File: config.mk
export PLATFORM = sky130hd
export DESIGN_NAME = spi_minion_adapter_multi
export DESIGN_NICKNAME = d
export VERILOG_FILES = /design/src/rtl/spi_adapter_pkg.sv /design/src/rtl/spi_adapter_channel.sv /design/src/rtl/vc_queue.sv /design/src/rtl/spi_minion_adapter_multi.sv
export SDC_FILE = /design/constraint.sdc
export NUM_CORES = 1
export LEC_CHECK = 0
export CAP_MARGIN = 0
export CORE_MARGIN = 3
export CORE_UTILIZATION = 43
export DETAILED_ROUTE_END_ITERATION = 8
export PLACE_DENSITY = 0.67
export SYNTH_ARGS = -nofsm -noshare
export SYNTH_HDL_FRONTEND = slang
export SYNTH_SLANG_ARGS = --single-unit
File: constraint.sdc
create_clock -name clk -period 5.4 [get_ports clk]
set_input_delay 0.54 -clock clk [delete_from_list [all_inputs] [get_ports clk]]
set_output_delay 0.54 -clock clk [all_outputs]
set_load 0.01 [all_outputs]
File: src/rtl/spi_adapter_pkg.sv
// Shared definitions for the multi-channel SPI minion adapter: channel-address
// width helper and per-channel error-flag bit positions.
package spi_adapter_pkg;

  localparam int ERR_OVF_IDX = 0;
  localparam int ERR_UNF_IDX = 1;
  localparam int ERR_NUM     = 2;

  function automatic int cw_width(input int n);
    return (n > 2) ? $clog2(n) : 1;
  endfunction

endpackage

File: src/rtl/spi_adapter_channel.sv
// One adapter channel: minion->channel (mc) and channel->minion (cm) queues with
// sticky overflow/underflow flags. Optional parity via SPI_ADAPTER_PARITY_EN.
module spi_adapter_channel import spi_adapter_pkg::*; #(
  parameter int nbits       = 8,
  parameter int num_entries = 2,
  localparam int PW = nbits - 2,
  localparam int FW = $clog2(num_entries + 1)
) (
  input  logic          clk,
  input  logic          reset,
  input  logic          i_wr_en,
  input  logic [PW-1:0] i_wr_msg,
  input  logic          i_rd_en,
  input  logic          i_err_clr,
  output logic          o_mc_rdy,
  output logic [FW-1:0] o_mc_free,
  output logic          o_cm_val,
  output logic [PW-1:0] o_cm_msg,
  input  logic [PW-1:0] i_recv_msg,
  input  logic          i_recv_val,
  output logic          o_recv_rdy,
  output logic [PW-1:0] o_send_msg,
  output logic          o_send_val,
  input  logic          i_send_rdy,
  output logic          o_parity,
  output logic          o_err_ovf,
  output logic          o_err_unf
);

  logic               w_mc_val;
  logic [FW-1:0]      w_cm_free;
  logic               w_cm_val;
  logic [ERR_NUM-1:0] w_err_set;
  logic [ERR_NUM-1:0] r_err;

  vc_Queue #(.p_msg_nbits(PW), .p_num_msgs(num_entries)) u_mc (
    .clk              (clk),
    .reset            (reset),
    .recv_val         (i_wr_en),
    .recv_msg         (i_wr_msg),
    .send_val         (w_mc_val),
    .send_rdy         (i_send_rdy),
    .send_msg         (o_send_msg),
    .num_free_entries (o_mc_free)
  );

  vc_Queue #(.p_msg_nbits(PW), .p_num_msgs(num_entries)) u_cm (
    .clk              (clk),
    .reset            (reset),
    .recv_val         (i_recv_val),
    .recv_msg         (i_recv_msg),
    .send_val         (w_cm_val),
    .send_rdy         (i_rd_en),
    .send_msg         (o_cm_msg),
    .num_free_entries (w_cm_free)
  );

  // Valids are masked while reset is held so nothing stale leaks out
  assign o_mc_rdy   = (o_mc_free != '0);
  assign o_recv_rdy = (w_cm_free != '0);
  assign o_send_val = w_mc_val & ~reset;
  assign o_cm_val   = w_cm_val & ~reset;

  assign w_err_set[ERR_OVF_IDX] = i_wr_en & ~o_mc_rdy;
  assign w_err_set[ERR_UNF_IDX] = i_rd_en & ~w_cm_val;
  assign o_err_ovf = r_err[ERR_OVF_IDX];
  assign o_err_unf = r_err[ERR_UNF_IDX];

  // Sticky error flags; a new event outranks a coincident clear
  always_ff @(posedge clk) begin
    if (reset) r_err <= '0;
    else       r_err <= w_err_set | (i_err_clr ? '0 : r_err);
  end

`ifdef SPI_ADAPTER_PARITY_EN
  assign o_parity = (^o_send_msg) & o_send_val;
`else
  assign o_parity = 1'b0;
`endif

endmodule

File: src/rtl/vc_queue.sv
// Normal (non-bypass) val/rdy FIFO; readiness is exported as num_free_entries
// so a wrapper can derive both recv_rdy and look-ahead space from one value.
module vc_Queue #(
  parameter int p_msg_nbits = 8,
  parameter int p_num_msgs  = 2,
  localparam int AW   = (p_num_msgs > 1) ? $clog2(p_num_msgs) : 1,
  localparam int CNTW = $clog2(p_num_msgs + 1)
) (
  input  logic                   clk,
  input  logic                   reset,
  input  logic                   recv_val,
  input  logic [p_msg_nbits-1:0] recv_msg,
  output logic                   send_val,
  input  logic                   send_rdy,
  output logic [p_msg_nbits-1:0] send_msg,
  output logic [CNTW-1:0]        num_free_entries
);

  logic [p_msg_nbits-1:0] r_mem [p_num_msgs];
  logic [AW-1:0]          r_head;
  logic [AW-1:0]          r_tail;
  logic [CNTW-1:0]        r_count;
  logic                   w_enq;
  logic                   w_deq;

  function automatic logic [AW-1:0] ptr_next(input logic [AW-1:0] p);
    return (p == AW'(p_num_msgs - 1)) ? '0 : p + AW'(1);
  endfunction

  assign num_free_entries = CNTW'(p_num_msgs) - r_count;
  assign send_val         = (r_count != '0);
  assign send_msg         = r_mem[r_head];
  assign w_enq            = recv_val & (r_count != CNTW'(p_num_msgs));
  assign w_deq            = send_val & send_rdy;

  // Pointer and occupancy bookkeeping
  always_ff @(posedge clk) begin
    if (reset) begin
      r_head  <= '0;
      r_tail  <= '0;
      r_count <= '0;
    end else begin
      if (w_enq) r_tail <= ptr_next(r_tail);
      if (w_deq) r_head <= ptr_next(r_head);
      if (w_enq && !w_deq)      r_count <= r_count + CNTW'(1);
      else if (!w_enq && w_deq) r_count <= r_count - CNTW'(1);
      else                      r_count <= r_count;
    end
  end

  // Storage write port
  always_ff @(posedge clk) begin
    if (w_enq) r_mem[r_tail] <= recv_msg;
  end

endmodule

File: src/rtl/spi_minion_adapter_multi.sv
// Multi-channel SPI minion adapter: routes minion writes/reads to per-channel
// queue pairs by address. Parity output enabled by SPI_ADAPTER_PARITY_EN.
module spi_minion_adapter_multi import spi_adapter_pkg::*; #(
  parameter int nbits       = 8,
  parameter int num_entries = 2,
  parameter int num_chan    = 4,
  localparam int CW = cw_width(num_chan),
  localparam int PW = nbits - 2,
  localparam int FW = $clog2(num_entries + 1)
) (
  input  logic                         clk,
  input  logic                         reset,
  input  logic                         pull_en,
  output logic                         pull_msg_val,
  output logic                         pull_msg_spc,
  output logic [PW-1:0]                pull_msg_data,
  input  logic                         push_en,
  input  logic                         push_msg_val_wrt,
  input  logic                         push_msg_val_rd,
  input  logic [nbits-1:0]             push_msg_data,
  input  logic [CW-1:0]                push_msg_addr,
  input  logic [num_chan-1:0][PW-1:0]  recv_msg,
  input  logic [num_chan-1:0]          recv_val,
  output logic [num_chan-1:0]          recv_rdy,
  output logic [num_chan-1:0][PW-1:0]  send_msg,
  output logic [num_chan-1:0]          send_val,
  input  logic [num_chan-1:0]          send_rdy,
  output logic [num_chan-1:0]          parity,
  input  logic                         err_clr,
  output logic [num_chan-1:0]          err_ovf,
  output logic [num_chan-1:0]          err_unf,
  output logic                         err_addr
);

  logic                        w_wr;
  logic                        w_rd;
  logic                        w_addr_ok;
  logic                        w_bad;
  logic [num_chan-1:0]         w_hit;
  logic [num_chan-1:0]         w_mc_rdy;
  logic [num_chan-1:0][FW-1:0] w_mc_free;
  logic [num_chan-1:0]         w_cm_val;
  logic [num_chan-1:0][PW-1:0] w_cm_msg;
  logic                        w_sel_mc_rdy;
  logic [FW-1:0]               w_sel_mc_free;
  logic                        w_sel_cm_val;
  logic [PW-1:0]               w_sel_cm_msg;
  logic [1:0]                  w_unused_hdr;
  logic                        r_err_addr;

  // Top two packet bits are framing owned by the SPI layer
  assign w_unused_hdr = push_msg_data[nbits-1:nbits-2];

  assign w_wr      = push_en & push_msg_val_wrt;
  assign w_rd      = pull_en & push_msg_val_rd;
  assign w_addr_ok = (int'(push_msg_addr) < num_chan);
  assign w_bad     = (w_wr | w_rd) & ~w_addr_ok;

  genvar gi;
  generate
    for (gi = 0; gi < num_chan; gi++) begin : g_chan
      assign w_hit[gi] = w_addr_ok & (push_msg_addr == CW'(gi));

      spi_adapter_channel #(.nbits(nbits), .num_entries(num_entries)) u_chan (
        .clk        (clk),
        .reset      (reset),
        .i_wr_en    (w_wr & w_hit[gi]),
        .i_wr_msg   (push_msg_data[PW-1:0]),
        .i_rd_en    (w_rd & w_hit[gi]),
        .i_err_clr  (err_clr),
        .o_mc_rdy   (w_mc_rdy[gi]),
        .o_mc_free  (w_mc_free[gi]),
        .o_cm_val   (w_cm_val[gi]),
        .o_cm_msg   (w_cm_msg[gi]),
        .i_recv_msg (recv_msg[gi]),
        .i_recv_val (recv_val[gi]),
        .o_recv_rdy (recv_rdy[gi]),
        .o_send_msg (send_msg[gi]),
        .o_send_val (send_val[gi]),
        .i_send_rdy (send_rdy[gi]),
        .o_parity   (parity[gi]),
        .o_err_ovf  (err_ovf[gi]),
        .o_err_unf  (err_unf[gi])
      );
    end
  endgenerate

  // One-hot AND-OR select of the addressed channel's status
  always_comb begin
    w_sel_mc_rdy  = 1'b0;
    w_sel_mc_free = '0;
    w_sel_cm_val  = 1'b0;
    w_sel_cm_msg  = '0;
    for (int i = 0; i < num_chan; i++) begin
      w_sel_mc_rdy  = w_sel_mc_rdy | (w_hit[i] & w_mc_rdy[i]);
      w_sel_mc_free = w_sel_mc_free | ({FW{w_hit[i]}} & w_mc_free[i]);
      w_sel_cm_val  = w_sel_cm_val | (w_hit[i] & w_cm_val[i]);
      w_sel_cm_msg  = w_sel_cm_msg | ({PW{w_hit[i]}} & w_cm_msg[i]);
    end
  end

  // Space is advertised only if the slot survives this cycle's write
  assign pull_msg_spc  = w_addr_ok & w_sel_mc_rdy & (~w_wr | (w_sel_mc_free > FW'(1)));
  assign pull_msg_val  = w_rd & w_sel_cm_val;
  assign pull_msg_data = pull_msg_val ? w_sel_cm_msg : '0;
  assign err_addr      = r_err_addr;

  // Sticky bad-address flag; set outranks clear
  always_ff @(posedge clk) begin
    if (reset)        r_err_addr <= 1'b0;
    else if (w_bad)   r_err_addr <= 1'b1;
    else if (err_clr) r_err_addr <= 1'b0;
    else              r_err_addr <= r_err_addr;
  end

endmodule

==> flow_summary.json <==
{
  "vias": 3639,
  "die_h_um": 125,
  "yosysWarnings": 0,
  "finalHoldViolCount": 0,
  "cts_tree": "done",
  "numPortBuffers": 94,
  "cpPeakStageDelay_ns": 0.82,
  "layout_commonest_cell": "edfxtp_1",
  "setup_viol_count_final": 0,
  "cp_max_fo": 10,
  "critical_path_arrival_ns": 3.06,
  "grtUsageTotal_pct": 15.4,
  "area_delta_synth_final_pct": 24.4,
  "placed_area_mm2": 0.00708,
  "worstMarginPinSlew_ns": 1.23,
  "worstSetupEndpointType": "primary output",
  "syn_area_mm2": 0.00613,
  "antenna_left": 0,
  "relSlewSlack_pct": 17.2,
  "hold_path_class": "register to register",
  "critPathMostFrequentCell": "clkdlybuf4s50_1",
  "drtIter0Drc": 195,
  "antenna_found_initial": 0,
  "io_pins": 102,
  "cts_num_sinks": 144,
  "critPathKind": "primary input to primary output",
  "diodes": 0,
  "critical_path_required_ns": 4.86,
  "fin_tns_setup_ns": 0,
  "cap_viol_max_count": 0,
  "async_flop_share_pct": 0,
  "cellLeakagePower_nw": 2.66,
  "die_w_um": 125,
  "htreeDepth": 4,
  "synth.yosys.seq_area_share_pct": 62.7,
  "drc": 0,
  "core_area_mm2": 0.0139,
  "gp_congestion": 0.714,
  "wl_um": 11600,
  "root_buffer": "clkbuf_16",
  "ys_types": 39,
  "initial_utilization_pct": 44.0,
  "nNetsFinal": 608,
  "layout_min_cycle_time_ns": 3.60,
  "critPathLaunchType": "primary input",
  "crit_path_top_delay_cell": "clkdlybuf4s50_1",
  "first_pass_iters": 4,
  "fin_crit_sh_pct": 66.6,
  "status": "finished, final reports clean",
  "slew_viol_final": 0,
  "cts_setup_buffers": 0,
  "r2r.worst_path.cells": 3,
  "cts_buffer_depth": 2,
  "final_cell_mix": "96 x edfxtp_1, 93 x clkdlybuf4s50_1, 48 x nor2_1, 48 x dfxtp_1, 36 x mux2_2",
  "fin_area_mm2": 0.00763,
  "hold_buffers": 0,
  "grt_max_degree": 54,
  "drive_above_1_share_pct": 16.5,
  "clk_latency_ns": 0.42,
  "grt_pass1_vias": 3748,
  "syn_inst": 464,
  "hold_depth": 2,
  "clk_pin_slew_ns": 0.06,
  "cp.depth": 6,
  "cpLargestDelayFamily": "buffers and inverters",
  "rsz0062_at_grt": "no",
  "hpwl_um": 8450,
  "ys_ff_latch": 144,
  "fmax_mhz": 278,
  "rows": 43,
  "grt-ovfl-total": 0,
  "synth_top_area_share_pct": 47.0,
  "synth_edf_count": 96,
  "synth.largest_area_cell": "edfxtp_1",
  "ctsResizeCount": 0,
  "worst-path-buf-inv": 2,
  "dieArea_mm2": 0.0157,
  "crit_chain": "clkdlybuf4s50_1, nor2_4, a2111oi_4, o21ai_2, a2111oi_2, clkdlybuf4s50_1",
  "powerDensity_mw_per_mm2": 400,
  "numCtsBuffers": 17,
  "synthTopCellsByArea": "edfxtp_1 47%, dfxtp_1 16%, mux2_2 6.6%, ha_1 3.3%, xor2_1 3.0%",
  "vdd_ir_drop_max_v": 0.000262,
  "synth_flop_cell": "edfxtp_1",
  "grt_pass1_wl_um": 19000,
  "wl_per_cell_um": 15.7,
  "avgSynthCellArea_um2": 13.2,
  "skew_ns": 0.00767,
  "post_drt_via_cell_ratio": 4.94
}
==> cell usage after synthesis, types with 3 or more instances <==
cell type  count
nor4_1         3
nor2b_1       13
or2_2          4
ha_1          16
edfxtp_1      96
or3_1          8
and3_1         4
clkbuf_1       8
xnor2_1        7
a211oi_1       6
nor2_1        48
dfxtp_1       48
xor2_1        21
mux2_2        36
buf_1          6
inv_1         17
nor3_2         3
o22ai_1        6
a21oi_1       25
and2_1         4
nor3_1         4
mux2i_1        6
nand2b_1      12
buf_2          3
buf_4         22
a2111oi_2      6
nand2_1       11
o21ai_0        8
==> power breakdown <==
group / total (mW) / internal [mW] / switching (mW)
Sequential: 1.38 / 1.29 / 0.0841
Clock: 1.08 / 0.600 / 0.475
Combinational: 0.602 / 0.316 / 0.286
==> worst min-delay path, delay by kind of cell (launching register included) <==
family           cells  cell delay [ns]
flip-flops           1             0.30
AO/OA/AOI/OAI        1             0.06
AND/OR/NAND/NOR      1             0.07
==> per-layer routing <==
layer  wire (um)  global-route usage, %  up-vias  share of wire, %
met2        5670                   25.6       97                49
li1            -                      -     1799                 -
met3         578                   5.38       11               5.0
met5           0                      0        -                 0
met1        5220                   19.3     1732                45
met4         105                   4.02        0              0.91
==> metrics by stage <==
step	std cells	utilization (%)	worst slack, ns	hold slack [ns]	total power [mW]
2_1_floorplan	468	-	3.25	0.446	1.78
4_1_cts	736	54.8	1.80	0.473	3.08
6_report	736	54.8	1.80	0.475	3.06
3_3_place_gp	704	50.8	1.82	0.458	1.98
3_5_place_dp	704	50.8	1.81	0.464	2.01
5_1_grt	736	54.8	1.62	0.495	3.21
==> state kept, by name, summed over array words and instances (netlist names), named ones only <==
name                        count
g_chan.u_chan.u_cm.r_mem       48
g_chan.u_chan.u_mc.r_mem       48
g_chan.u_chan.r_err             8
g_chan.u_chan.u_cm.r_count      8
g_chan.u_chan.u_mc.r_count      8
g_chan.u_chan.u_cm.r_head       4
g_chan.u_chan.u_cm.r_tail       4
g_chan.u_chan.u_mc.r_head       4
g_chan.u_chan.u_mc.r_tail       4
==> path summary, 6_finish.rpt <==
path	start	to	slack, ns
setup / recovery	push_msg_addr[1]	pull_msg_data[5]	1.80
hold / removal	g_chan[2].u_chan.u_mc.r_head	register	0.47
setup reg to reg	g_chan[1].u_chan.u_mc.r_count[0]	g_chan[1].u_chan.u_mc.r_mem[0][0]	3.29
hold reg to reg	g_chan[2].u_chan.u_mc.r_head	register	0.47
==> cell families (layout without fill, tap and decap cells) <==
kind of cell             count (synthesis)  after routing  share of synthesized area (%)
other                                    1              5                         0.0611
multiplexers                            44             44                           8.32
AND/OR/NAND/NOR                        120            120                           10.5
XOR/XNOR                                28             28                           4.00
AO/OA/AOI/OAI                           54             54                           6.20
flip-flops                             144            144                           62.7
buffers and inverters                   57            145                           5.02
adder cells (fa/ha/maj)                 16             16                           3.26
==> final cells by class <==
class                   count  area, um2
multi-input cells         267       2000
flip-flops and latches    144       3840
fillers                  1152       6300
repair buffers             96        951
inverters                  17       63.8
clock inverters            15        126
clock buffers              17        425
well taps                 180        225
Note: power is estimated with default switching activity, not from simulation.
